==> src/rtl/ghost_hit_ctrl.sv <==
// ghost_hit_ctrl
// Purpose: watches the ghost and Yoshi sprite pixels during each frame and
//   decides once per frame whether they touched. An accepted hit decrements
//   lives. If lives remain, it opens an invulnerability window during which
//   Yoshi blinks. Losing the last life enters a game-over state that is left
//   only on a restart request.
// Ports:
//   clk             pixel clock
//   reset           asynchronous, active-high
//   i_frame_tick    1-cycle pulse at end of visible frame
//   i_yoshi_on      current pixel is opaque Yoshi
//   i_ghost_on      current pixel is opaque ghost
//   i_restart       level request to leave game-over
//   o_lives         remaining lives
//   o_hit_pulse     1-cycle pulse after the tick that accepted a hit
//   o_ghost_respawn 1-cycle pulse, ghost returns to spawn (same timing as hit)
//   o_invuln        high while invulnerable
//   o_yoshi_blank   suppress Yoshi drawing (blink phase)
//   o_game_over     high while dead
//
// state     | meaning
// ST_ALIVE  | vulnerable; a pending overlap at frame end costs a life
// ST_INVULN | counting down invulnerability frames, overlaps ignored
// ST_DEAD   | no lives left; waits for restart
module ghost_hit_ctrl #(
  parameter int LIVES_INIT    = 3,
  parameter int INVULN_FRAMES = 120,
  parameter int BLINK_BIT     = 3
) (
  input  logic       clk,
  input  logic       reset,
  input  logic       i_frame_tick,
  input  logic       i_yoshi_on,
  input  logic       i_ghost_on,
  input  logic       i_restart,
  output logic [2:0] o_lives,
  output logic       o_hit_pulse,
  output logic       o_ghost_respawn,
  output logic       o_invuln,
  output logic       o_yoshi_blank,
  output logic       o_game_over
);

  typedef enum logic [1:0] {
    ST_ALIVE  = 2'd0,
    ST_INVULN = 2'd1,
    ST_DEAD   = 2'd2
  } state_t;

  localparam logic [2:0] LIVES_RST = 3'(LIVES_INIT);
  localparam logic [7:0] INV_LOAD  = 8'(INVULN_FRAMES);

  state_t     r_state, w_state_nxt;
  logic [2:0] r_lives, w_lives_nxt;
  logic [7:0] r_inv_cnt, w_inv_cnt_nxt;
  logic       r_hit_latch, w_hit_latch_nxt;
  logic       r_hit_pulse, w_hit_pulse_nxt;
  logic       w_overlap;
  logic       w_pending;

  assign w_overlap = i_yoshi_on & i_ghost_on;
  // An overlap coinciding with the tick still belongs to the frame being closed.
  assign w_pending = r_hit_latch | w_overlap;

  always_ff @(posedge clk or posedge reset) begin
    if (reset) begin
      r_state     <= ST_ALIVE;
      r_lives     <= LIVES_RST;
      r_inv_cnt   <= 8'd0;
      r_hit_latch <= 1'b0;
      r_hit_pulse <= 1'b0;
    end else begin
      r_state     <= w_state_nxt;
      r_lives     <= w_lives_nxt;
      r_inv_cnt   <= w_inv_cnt_nxt;
      r_hit_latch <= w_hit_latch_nxt;
      r_hit_pulse <= w_hit_pulse_nxt;
    end
  end

  always_comb begin
    w_state_nxt     = r_state;
    w_lives_nxt     = r_lives;
    w_inv_cnt_nxt   = r_inv_cnt;
    w_hit_pulse_nxt = 1'b0;
    // The latch tracks overlap within one frame only, so every tick clears it.
    w_hit_latch_nxt = i_frame_tick ? 1'b0 : (r_hit_latch | w_overlap);

    case (r_state)
      ST_ALIVE: begin
        if (i_frame_tick && w_pending) begin
          w_hit_pulse_nxt = 1'b1;
          if (r_lives > 3'd1) begin
            w_lives_nxt   = r_lives - 3'd1;
            w_inv_cnt_nxt = INV_LOAD;
            w_state_nxt   = ST_INVULN;
          end else begin
            w_lives_nxt = 3'd0;
            w_state_nxt = ST_DEAD;
          end
        end
      end
      ST_INVULN: begin
        if (i_frame_tick) begin
          // <= 1 also recovers from a zero count rather than wrapping to 255.
          if (r_inv_cnt <= 8'd1) begin
            w_inv_cnt_nxt = 8'd0;
            w_state_nxt   = ST_ALIVE;
          end else begin
            w_inv_cnt_nxt = r_inv_cnt - 8'd1;
          end
        end
      end
      ST_DEAD: begin
        if (i_restart) begin
          w_lives_nxt     = LIVES_RST;
          w_inv_cnt_nxt   = 8'd0;
          w_hit_latch_nxt = 1'b0;
          w_state_nxt     = ST_ALIVE;
        end
      end
      default: begin
        w_state_nxt = ST_ALIVE;
      end
    endcase
  end

  assign o_lives         = r_lives;
  assign o_hit_pulse     = r_hit_pulse;
  assign o_ghost_respawn = r_hit_pulse;
  assign o_invuln        = (r_state == ST_INVULN);
  assign o_game_over     = (r_state == ST_DEAD);
  assign o_yoshi_blank   = o_invuln & r_inv_cnt[BLINK_BIT];

endmodule
==> config.mk <==
export PLATFORM = sky130hd
export DESIGN_NAME = ghost_hit_ctrl
export DESIGN_NICKNAME = d
export VERILOG_FILES = /design/src/rtl/ghost_hit_ctrl.sv
export SDC_FILE = /design/constraint.sdc
export NUM_CORES = 1
export LEC_CHECK = 0
export ABC_AREA = 1
export CAP_MARGIN = 5
export CORE_MARGIN = 8
export CORE_UTILIZATION = 55
export DETAILED_ROUTE_END_ITERATION = 6
export DONT_BUFFER_PORTS = 1
export PLACE_DENSITY_LB_ADDON = 0.08
export SYNTH_ARGS = -nofsm -noshare
export SYNTH_HDL_FRONTEND = slang
export SYNTH_SLANG_ARGS = --single-unit
==> constraint.sdc <==
create_clock -name clk -period 2.01 [get_ports clk]
set_clock_uncertainty 0.2 [all_clocks]
set_input_delay 0.1005 -clock clk [delete_from_list [all_inputs] [get_ports clk]]
set_output_delay 0.1005 -clock clk [all_outputs]
set_load 0.01 [all_outputs]
Word level (Yosys, flattened, before mapping)

Index checks and enable logic that the tools add are counted.

Magnitude comparators: 2
Reduce and logical (&&, ||, !) cells: 7
Add/sub/neg operators: 2
Muxes and demuxes: 21
Bitwise operators: 3
Eq/ne operators: 7

Operator list:

| operator                                                                          | count |
|---|---|
| 8-bit 2-to-1 mux                                                                  | 5 |
| 8-bit one-hot mux with 3 select lines                                             | 1 |
| 2-bit 2-to-1 mux                                                                  | 5 |
| 3-bit 2-to-1 mux                                                                  | 3 |
| 8-bit by 1-bit less-or-equal comparator with 1-bit output (second input constant) | 1 |
| 2-bit != test (second input constant)                                             | 4 |
| 8-bit by 1-bit subtractor with 8-bit output (second input constant)               | 1 |
| 2-bit one-hot mux with 3 select lines                                             | 1 |
| 3-bit one-hot mux with 2 select lines                                             | 1 |
| 1-bit 2-to-1 mux                                                                  | 5 |
| 5-bit AND reduction                                                               | 1 |
| 4-bit AND reduction                                                               | 1 |
| 3-bit by 1-bit > comparator with 1-bit output (second input constant)             | 1 |
| 3-bit AND reduction                                                               | 1 |
| 3-bit nonzero test                                                                | 1 |
| 3-bit by 1-bit subtractor with 3-bit output (second input constant)               | 1 |
| 1-bit AND                                                                         | 2 |
| 2-bit by 1-bit equality test with 1-bit output (second input constant)            | 1 |
| 2-bit equality test (second input constant)                                       | 1 |
| 2-bit zero test                                                                   | 1 |
| 2-bit by 1-bit != test with 1-bit output (second input constant)                  | 1 |
| 2-bit nonzero test                                                                | 1 |
| 1-bit logical AND                                                                 | 1 |
| 1-bit bitwise OR                                                                  | 1 |

Logic and storage cells: 47
Output and inout port bits: 8
Register bits: 15
Input bits: 6

Depth between registers and ports, before layout

Word-level depth: 5
Gate-level depth with buffers: 11
Depth with buffers taken out: 11

Least setup slack after synthesis

No wires, ideal clock.

Path type: register to register
Start: register r_lives[1] (netlist: o_lives[1])
End: register r_inv_cnt[2]
Setup slack: 0.291 ns
Path buffers: 0
Library setup time: 0.118 ns
Arrival time: 1.401 ns
Data required time: 1.692 ns
Clock period less this slack: 1.719 ns
Stages on the path, launching flop included: 11
Cells stage by stage: dfstp_2 > inv_1 > ha_1 > nand2_1 > nand2_2 > nand2_2 > nand2_2 > nor2_8 > inv_4 > nand2_1 > o21ai_2

Word-level cells in the longest chain between the ends: 3

Ends and longest elaborated chain:

| item                                          | line | text |
|---|---|---|
| from (decl)                                   | 54   | `logic [2:0] r_lives, w_lives_nxt;` |
| from (signal assigned)                        | 74   | `r_lives <= w_lives_nxt;` |
| 3-bit by 1-bit > comparator with 1-bit output | 93   | `if (r_lives > 3'd1) begin` |
| 2-bit != test (no line)                       | --   |  |
| 5-bit AND reduction (no line)                 | --   |  |
| to (signal assigned)                          | 75   | `r_inv_cnt <= w_inv_cnt_nxt;` |
| to (decl)                                     | 55   | `logic [7:0] r_inv_cnt, w_inv_cnt_nxt;` |

No other way between the ends.
A chain may end at the register's enable or synchronous reset.

Worst setup path in the final report

Ends and elaborated chain as after synthesis.

==> flow_metrics.py <==
metrics = {
    "timing": {
        "setup_viol": 0,
        "post-route-period-util": 0.9175,
        "worst_slack_ns": 0.1657,
        "rsz0062_at_grt": "false",
        "drv_slew": 0,
        "tns_ns": 0,
        "relSlewSlack": 0.5945,
        "fmaxAchievable_mhz": 542.2,
        "finalHoldViolCount": 0,
        "fin_crit_ns": 1.844,
        "tightest_slew_ns": 0.6076,
    },
    "clocking": {
        "cts-buffers-inserted": 3,
        "clock-sinks": 15,
        "cts_tree": "yes",
        "clockBufferDepth": 2,
        "root_buffer": "clkbuf_4",
        "cts_max_level": 1,
        "clk_pin_slew_worst_paths_ns": 0.09,
        "clock_latency_ns": 0.29,
        "ctsResizeCount": 0,
        "cts_setup_buffers": 0,
        "cts_hold_buf": 5,
    },
    "synth": {
        "ys_ff_latch": 15,
        "synth_area_leaders": "dfrtp_1 29%, nand2_1 17%, inv_1 9.1%",
        "yosysUniqueCellTypes": 25,
        "yosysWarnings": 0,
        "syn_area_per_cell_um2": 7.162,
        "netlist.area_leader.share": 0.2912,
        "synth_area_um2": 1117,
        "ys_seq_area_frac": 0.3382,
        "synth_largest_area_cell": "dfrtp_1",
        "syn_inst": 156,
        "syn-num-nets": 169,
    },
    "placed_design": {
        "place_ws_ns": 0.1695,
        "placed_area_um2": 1159,
        "placedCellCount": 184,
        "port_buffers": 0,
        "place_hpwl_um": 1662,
        "place_congestion": 0.9147,
    },
    "detailed_routing": {
        "vias_per_cell": 4.990,
        "dr_wl_met2_um": 1024,
        "post_drt_wl_per_cell_um": 11.58,
        "wl_met1_um": 1041,
        "drt_iter0_markers": 38,
        "ant_nets": 0,
        "wl_met3_um": 92,
        "vias": 963,
        "firstDrtPassIters": 7,
        "drc_errors": 0,
        "wirelength_um": 2235,
        "top_layer_used": "met4",
    },
    "floorplan": {
        "core-area_um2": 1942,
        "std_cell_rows": 16,
        "die_h_um": 61.07,
        "die_w_um": 61.07,
        "initial_core_util": 0.5754,
        "ioPinCount": 14,
        "dieArea_um2": 3730,
    },
    "final_layout": {
        "fin_area_um2": 1236,
        "layout_commonest_cell": "nand2_1",
        "nets": 180,
        "fin_util": 0.6366,
        "area_delta_synth_final_pct": 10.64,
        "nFillCells": 161,
        "layout_common_cells": "52 x nand2_1, 27 x inv_1, 13 x dfrtp_1",
        "antenna_cells": 0,
        "drive_above_1_share": 0.1566,
        "layout.cells.non_filler": 193,
    },
    "power": {
        "p_leak_nw": 0.6622,
        "ir_drop_uv": 1043,
        "powerDensity_nw_per_um2": 1719,
    },
    "grt": {
        "grt_pass1_wl_um": 3905,
        "globalRouteOverflowTotal": 0,
        "grt_pass1_vias": 905,
        "antenna_found_initial": 0,
        "grt_use_total": 0.1425,
        "grt_max_degree": 16,
    },
    "job": {
        "max_cap_violations": 0,
    },
    "critical_path": {
        "rrSetupSlack_ns": 0.17,
        "crit_type": "reg -> reg",
        "worstPathRequired_ns": 2.00,
        "worstSetupEndpointType": "flip-flop",
        "cp_max_fo": 10,
        "arrival_ns": 1.83,
        "start_kind": "flip-flop",
    },
    "run_status": {
        "outcome": "finished clean",
    },
    "worst_hold_path": {
        "hold_path.class": "in -> reg",
    },
}
-- kinds of logic (layout without fill, tap and decap cells) --
logic type	count (synthesis)	count (layout)	synth area share
simple gates	85	85	0.3729
buf+inv	31	41	0.1109
compound gates	15	15	0.07615
flops	15	15	0.3382
fa+ha+maj	7	7	0.07838
xor+xnor	3	3	0.02352
-- layer usage --
layer | vias up | global-route usage
met5 | - | 0
li1 | 500 | -
met2 | 20 | 0.2164
met3 | 6 | 0.02296
met4 | 0 | 0.09967
met1 | 437 | 0.1789
-- worst paths after layout --
kind	from	endpoint	depth (start not counted)
max	o_lives[1]	r_inv_cnt[2]	10
min	i_restart	r_state[1]	5
max reg2reg	o_lives[1]	r_inv_cnt[2]	10
min reg2reg	r_state[1]	r_state[1]	2
max in group asynchronous	reset	o_lives[2]	2
min in group asynchronous	reset	r_inv_cnt[6]	2
-- power breakdown --
| group | internal (W) | leakage (nW) | switching (W) |
|---|---|---|---|
| logic | 0.000485 | 0.455 | 0.000878 |
| clock network | 0.0000741 | 0.0177 | 0.000103 |
| registers | 0.000443 | 0.189 | 0.000142 |
-- cell type report --
| cell class | count | area (µm²) | area share |
|---|---|---|---|
| multi-input cells | 110 | 615.6 | 0.4980 |
| repair buffers | 7 | 65.06 | 0.05263 |
| well taps | 27 | 33.78 | 0.02733 |
| clock buffers | 3 | 22.52 | 0.01822 |
| inverters | 30 | 116.4 | 0.09413 |
| clock inverters | 1 | 5.005 | 0.004049 |
| flip-flops and latches | 15 | 377.9 | 0.3057 |
-- flip-flops by register name (all words and copies together) (netlist names) --
signal,cells
r_hit_latch,1
o_lives,3
r_state,2
r_inv_cnt,8
o_ghost_respawn,1
-- stage by stage --
stage          total power [W]  hold slack [ns]
2_1_floorplan         0.001689          -0.1995
6_report              0.002126          0.03373
3_3_place_gp          0.001924          -0.1240
4_1_cts               0.002138          0.02598
5_1_grt               0.002383          0.08514
3_5_place_dp          0.001942          -0.1101
-- Yosys cell counts --
master	count
nand4_1	4
xor2_1	3
o21bai_1	1
o21ai_1	3
nor2_2	3
a21oi_1	3
o21ai_2	1
clkinv_2	1
nand3_2	1
nor2_4	1
o21ai_0	6
nand2_2	5
a21oi_2	1
ha_1	7
nand3_1	7
inv_1	27
buf_4	1
nor2_1	9
inv_2	1
dfrtp_1	13
nor3_4	1
nor2_8	2
nand2_1	52
inv_4	1
dfstp_2	2
-- critical path, stage by stage (launching register included) --
cell	delay [ns]
dfstp_2	0.58
inv_1	0.08
ha_1	0.18
nand2_1	0.09
nand2_2	0.09
nand2_2	0.08
nand2_2	0.09
nor2_8	0.17
inv_4	0.07
nand2_1	0.07
o21ai_2	0.05
Note: power is estimated with default switching activity, not from simulation.
